[config.mk]
export PLATFORM = sky130hd
export DESIGN_NAME = multicycle_alu
export DESIGN_NICKNAME = d
export VERILOG_FILES = /design/src/rtl/multicycle_alu_pkg.sv /design/src/rtl/alu_serial_shifter.sv /design/src/rtl/multicycle_alu.sv
export SDC_FILE = /design/constraint.sdc
export NUM_CORES = 1
export LEC_CHECK = 0
export CAP_MARGIN = 20
export CORE_AREA = 2 2 126 116
export CTS_CLUSTER_SIZE = 30
export DETAILED_ROUTE_END_ITERATION = 12
export DIE_AREA = 0 0 128 118
export MAX_ROUTING_LAYER = met4
export PLACE_DENSITY = 0.82
export SYNTH_ARGS = -nofsm -noshare
export SYNTH_HDL_FRONTEND = slang
export SYNTH_SLANG_ARGS = --single-unit
[constraint.sdc]
create_clock -name clk -period 5.98 [get_ports clk]
set_input_delay 1.196 -clock clk [delete_from_list [all_inputs] [get_ports clk]]
set_output_delay 1.196 -clock clk [all_outputs]
set_load 0.01 [all_outputs]
[src/rtl/multicycle_alu_pkg.sv]
// Shared definitions for the execution-stage ALU: op codes (also used by the
// ALU control decoder) and FSM state encodings.
`timescale 1ns/1ps
package multicycle_alu_pkg;

  localparam logic [3:0] ALU_AND     = 4'b0000;
  localparam logic [3:0] ALU_OR      = 4'b0001;
  localparam logic [3:0] ALU_NOR     = 4'b0010;
  localparam logic [3:0] ALU_ADD     = 4'b0011;
  localparam logic [3:0] ALU_SUB     = 4'b0100;
  localparam logic [3:0] ALU_SLL     = 4'b0101;
  localparam logic [3:0] ALU_SRL     = 4'b0110;
  localparam logic [3:0] ALU_LUI     = 4'b0111;
  localparam logic [3:0] ALU_INVALID = 4'b1001;

  typedef enum logic [1:0] {
    S_IDLE  = 2'd0,
    S_SHIFT = 2'd1,
    S_DONE  = 2'd2
  } state_t;

  // Every code with the top bit set is outside the supported set.
  function automatic logic op_is_valid(input logic [3:0] op);
    return ~op[3];
  endfunction

endpackage

[src/rtl/alu_serial_shifter.sv]
// Iterative one-bit-per-step shifter: accumulator, down-counter and direction,
// loaded at the accepting edge and stepped once per SHIFT cycle.
`timescale 1ns/1ps
module alu_serial_shifter #(
  parameter int DATA_WIDTH  = 32,
  parameter int SHAMT_WIDTH = 5
) (
  input  logic                   clk,
  input  logic                   reset,
  input  logic                   load,
  input  logic                   step,
  input  logic                   load_left,
  input  logic [DATA_WIDTH-1:0]  load_value,
  input  logic [SHAMT_WIDTH-1:0] load_count,
  output logic [DATA_WIDTH-1:0]  acc_stepped,
  output logic                   last_step
);

  logic [DATA_WIDTH-1:0]  acc_reg;
  logic [SHAMT_WIDTH-1:0] count_reg;
  logic                   left_reg;
  logic [DATA_WIDTH-1:0]  left_bits;
  logic [DATA_WIDTH-1:0]  right_bits;

  // One-position shift in each direction, zero filled.
  for (genvar gi = 0; gi < DATA_WIDTH; gi++) begin : g_bit
    if (gi == 0) begin : g_lsb
      assign left_bits[gi] = 1'b0;
    end else begin : g_lmid
      assign left_bits[gi] = acc_reg[gi-1];
    end
    if (gi == DATA_WIDTH - 1) begin : g_msb
      assign right_bits[gi] = 1'b0;
    end else begin : g_rmid
      assign right_bits[gi] = acc_reg[gi+1];
    end
  end

  assign acc_stepped = left_reg ? left_bits : right_bits;
  assign last_step   = (count_reg == SHAMT_WIDTH'(1));

  always_ff @(posedge clk) begin
    if (reset) begin
      acc_reg   <= '0;
      count_reg <= '0;
      left_reg  <= 1'b0;
    end else if (load) begin
      acc_reg   <= load_value;
      count_reg <= load_count;
      left_reg  <= load_left;
    end else if (step) begin
      acc_reg   <= acc_stepped;
      count_reg <= count_reg - SHAMT_WIDTH'(1);
    end
  end

endmodule

[src/rtl/multicycle_alu.sv]
// Execution-stage ALU: single-cycle logic/arith/LUI, iterative SLL/SRL, with a
// start/busy/done handshake for the multicycle control FSM.
`timescale 1ns/1ps
module multicycle_alu
  import multicycle_alu_pkg::*;
#(
  parameter int DATA_WIDTH  = 32,
  parameter int SHAMT_WIDTH = 5
) (
  input  logic                   clk,
  input  logic                   reset,
  input  logic                   start,
  input  logic [3:0]             ALUOperation,
  input  logic [DATA_WIDTH-1:0]  A,
  input  logic [DATA_WIDTH-1:0]  B,
  input  logic [SHAMT_WIDTH-1:0] shamt,
  output logic                   busy,
  output logic                   done,
  output logic [DATA_WIDTH-1:0]  ALUResult,
  output logic                   Zero,
  output logic                   op_error
);

  state_t                state_reg, state_next;
  logic [DATA_WIDTH-1:0] result_reg, result_next, single_result, acc_stepped;
  logic                  zero_reg, err_reg, err_next, write_result;
  logic                  accept, is_shift, long_shift, op_valid;
  logic                  shift_load, shift_step, last_step;

  assign accept     = (state_reg == S_IDLE) && start;
  assign is_shift   = (ALUOperation == ALU_SLL) || (ALUOperation == ALU_SRL);
  assign long_shift = is_shift && (shamt != '0);
  assign op_valid   = op_is_valid(ALUOperation);

  always_comb begin
    single_result = '0;
    case (ALUOperation)
      ALU_AND:          single_result = A & B;
      ALU_OR:           single_result = A | B;
      ALU_NOR:          single_result = ~(A | B);
      ALU_ADD:          single_result = A + B;
      ALU_SUB:          single_result = A - B;
      ALU_SLL, ALU_SRL: single_result = B;  // only reached with shamt == 0
      ALU_LUI:          single_result = B << 16;
      default:          single_result = '0;
    endcase
  end

  alu_serial_shifter #(
    .DATA_WIDTH (DATA_WIDTH),
    .SHAMT_WIDTH(SHAMT_WIDTH)
  ) u_shifter (
    .clk        (clk),
    .reset      (reset),
    .load       (shift_load),
    .step       (shift_step),
    .load_left  (ALUOperation == ALU_SLL),
    .load_value (B),
    .load_count (shamt),
    .acc_stepped(acc_stepped),
    .last_step  (last_step)
  );

  always_comb begin
    state_next = state_reg;
    shift_load = 1'b0;
    shift_step = 1'b0;
    case (state_reg)
      S_IDLE: begin
        if (start) begin
          if (long_shift) begin
            state_next = S_SHIFT;
            shift_load = 1'b1;
          end else begin
            state_next = S_DONE;
          end
        end
      end
      S_SHIFT: begin
        shift_step = 1'b1;
        if (last_step) state_next = S_DONE;
      end
      S_DONE:  state_next = S_IDLE;
      default: state_next = S_IDLE;
    endcase
  end

  // The visible result changes only on the way into DONE; the final shift
  // step is folded into that write.
  always_comb begin
    write_result = 1'b0;
    result_next  = '0;
    err_next     = 1'b0;
    if (accept && !long_shift) begin
      write_result = 1'b1;
      result_next  = op_valid ? single_result : '0;
      err_next     = ~op_valid;
    end else if ((state_reg == S_SHIFT) && last_step) begin
      write_result = 1'b1;
      result_next  = acc_stepped;
    end
  end

  always_ff @(posedge clk) begin
    if (reset) begin
      state_reg  <= S_IDLE;
      result_reg <= '0;
      zero_reg   <= 1'b1;
      err_reg    <= 1'b0;
    end else begin
      state_reg <= state_next;
      if (write_result) begin
        result_reg <= result_next;
        zero_reg   <= (result_next == '0);
        err_reg    <= err_next;
      end
    end
  end

  assign busy      = (state_reg != S_IDLE);
  assign done      = (state_reg == S_DONE);
  assign ALUResult = result_reg;
  assign Zero      = zero_reg;
  assign op_error  = err_reg;

endmodule
==> reports/metrics.cfg <==
[setup_path]
reg2reg_from = state_reg[1]$_SDFFE_PP0P_
crit_fanout = 6
critPathKind = in -> reg
worstPathArrival_ns = 5.95
crit_required_ns = 6.24
r2r_cells = 9
crit_path_end = Zero$_SDFFE_PP1P_
r2r-end = Zero$_SDFFE_PP1P_
r2r_setup_slack_ns = 2.13
start_kind = input pin
cp-end-kind = register
startpoint = B[0]

[clock_network]
htree_levels = 3
clkTransAtPathRegs_ns = 0.06
cts_resized = 0
cts.sinks = 74
clock_latency_ns = 0.34
holdBufCountCts = 0
post_cts_buffers = 0
cts-buffers-inserted = 9
clockRootBuffer = clkbuf_16
clockBufferDepth = 2
tritoncts = done

[yosys]
synth-edff-count = 0
syn_avg_cell_area_sq_um = 7.08
syn-num-nets = 1203
yosysWarnings = 0
synthCells = 1090
synth_sequential_area_ratio = 0.192
synth_area_sq_um = 7720
synth_top_flop_cell = dfxtp_1
ys_ff_latch = 74
synth.distinct_cells = 90
ys_async_sr_fraction = 0

[die]
pin_count = 112
initial_core_util = 0.561
die_width_microns = 128
rows = 41
design.core.area_sq_um = 13700
die-area_sq_um = 15100
die_y_microns = 118

[global_routing]
grt_busiest_layer = met2
grt_util_all_layers = 0.393
grt_pass1_wl_mm = 45.2
grt-ovfl-total = 0
antenna_found_initial = 0
grtUsageMet3 = 0.0773
first_global_vias = 8304
grt_use_met1 = 0.481
grt_util_met2 = 0.608
grt_max_degree = 75

[final_layout]
final_util = 0.680
layout.cells.most_common = a21oi_1
areaGrowthSynthToFinish_pct = 21.2
drive_gt1_frac = 0.0920
layout_common_cells = a21oi_1, nor2_1, nand2_1
multi_input_area_sq_um = 5800
nFillCells = 1218
nNetsFinal = 1283
n_antenna_cell = 0
ff_latch_area_sq_um = 1480

[timing]
maxSlewHeadroom = 0.267
hold_viol = 0
timing.fmax_ghz = 0.176
rsz0062_at_grt = no
whs_ns = 0.452
slew_violations = 0
tightest_slew_ns = 1.10
finalSetupViolations = 0
finalCritPeriodShare = 0.952
tns_ns = 0
finalCriticalPeriod_ns = 5.69
finClkSkew_ns = 0.00632

[pwr]
p_leak_nw = 3.37
p_seq_frac = 0.303
ir_worst_vdd_mv = 0.131
swShare = 0.369
p_comb_frac = 0.400
power_mw = 1.74
clkPwrFrac = 0.297
internal_power_mw = 1.10
switchingPower_mw = 0.643
power_density_nw_per_um2 = 186

[place]
dp.final_hpwl_mm = 22.6
port_buffers = 111
gp_congestion = 0.982

[flow_run]
maxCapViolations = 0

[detailed_routing]
wl_mm = 29.7
firstDrtPassIters = 5
viasPerCell = 6.85
first_iter_violations = 1203
dr_total_vias = 9219
drtAntennaViolNets = 0
detail_route.wl_per_cell_microns = 22.1
drc_errors = 0

[worst_hold_path]
hp-class = reg -> reg

[outcome]
status = complete, no violations

[area by class of cell]
class                      instances  area share
inverter                          18     0.00722
clock inverter                     4     0.00281
clock buffer                      11      0.0270
tap                              172      0.0230
sequential                        74       0.158
multi-input combinational        903       0.620
timing repair buffer             164       0.161
[power groups by stage]
stage	combinational, mW	sequential (mW)	clock, mW
after CTS	0.675	0.527	0.515
after global routing	0.740	0.530	0.536
final	0.696	0.528	0.516
after global placement	0.667	0.537	0
after floorplan	0.416	0.538	0
after detailed placement	0.671	0.538	0
[critical path: stages]
cell and delay, ns:
clkdlybuf4s50_1 0.54, inv_1 0.16, ha_1 0.19, nand2b_1 0.08, nor2b_1 0.33, nand3_1 0.28
or3_1 0.46, nor2_1 0.14, a21oi_1 0.10, xnor2_1 0.20, ha_1 0.31, a211oi_1 0.32
nand4_1 0.12, a21oi_1 0.23, o41ai_1 0.11, a41oi_1 0.23, xnor2_1 0.12, a21oi_1 0.22
o2111ai_1 0.14, nand4bb_1 0.23, o31ai_2 0.25
[routing by layer]
metal / wire (microns) / up-vias
li1: - / 4165
met1: 11300 / 4223
met4: 2040 / 0
met2: 13100 / 670
met5: 0 / -
met3: 3220 / 161
[cells in the mapped netlist (5+ instances only)]
cell	number	share of area
mux2_2	7	0.010
nand2_1	114	0.055
nor2b_1	28	0.023
nand2b_1	9	0.0073
a22oi_1	11	0.011
o21ai_1	6	0.0039
o21ai_0	32	0.021
and2_1	6	0.0049
nand4_1	8	0.0065
a31oi_1	7	0.0057
ha_1	36	0.058
xor2_1	19	0.022
dfxtp_1	74	0.19
maj3_1	16	0.021
nor2_1	135	0.066
a211oi_1	12	0.012
o211ai_1	7	0.0068
buf_2	13	0.0084
o22ai_1	20	0.016
o31ai_1	8	0.0078
nand3_1	17	0.011
a221oi_1	30	0.034
a21o_1	6	0.0058
inv_1	17	0.0083
nor3_1	40	0.026
a2bb2oi_1	6	0.0068
clkbuf_1	74	0.036
xnor2_1	34	0.039
nor4_1	12	0.0097
mux2i_1	38	0.049
and3_1	9	0.0073
a21oi_1	138	0.089
nor3b_1	5	0.0049
[kinds of logic after synthesis]
| logic type | Yosys count | synth area share |
|---|---|---|
| mux | 45 | 0.0595 |
| flops | 74 | 0.192 |
| fa+ha+maj | 53 | 0.0817 |
| xor+xnor | 54 | 0.0623 |
| simple gates | 410 | 0.254 |
| compound gates | 341 | 0.292 |
| buf+inv | 113 | 0.0592 |
[how the worst min path moves through the flow]
| stage | from | end | slack, ns | depth (start not counted) |
|---|---|---|---|---|
| floorplan | u_shifter.acc_reg[0]$_SDFFE_PP0P_ | u_shifter.acc_reg[0]$_SDFFE_PP0P_ | 0.43 | 2 |
| global placement | ALUResult[0]$_SDFFE_PP0P_ | ALUResult[0]$_SDFFE_PP0P_ | 0.44 | 2 |
| detailed placement | ALUResult[7]$_SDFFE_PP0P_ | ALUResult[7]$_SDFFE_PP0P_ | 0.45 | 2 |
| CTS | ALUResult[7]$_SDFFE_PP0P_ | ALUResult[7]$_SDFFE_PP0P_ | 0.45 | 2 |
| global route | ALUResult[22]$_SDFFE_PP0P_ | ALUResult[22]$_SDFFE_PP0P_ | 0.47 | 2 |
| finish | ALUResult[8]$_SDFFE_PP0P_ | ALUResult[8]$_SDFFE_PP0P_ | 0.45 | 2 |
[through the flow]
step                instance area (sq um)  setup slack [ns]  instances
global route                         9360            0.0682       1346
global placement                     9060             0.143       1330
finish                               9360             0.286       1346
floorplan                            7720             0.964       1090
detailed placement                   9070            0.0160       1331
CTS                                  9350             0.349       1346
Note: power is estimated with default switching activity, not from simulation.
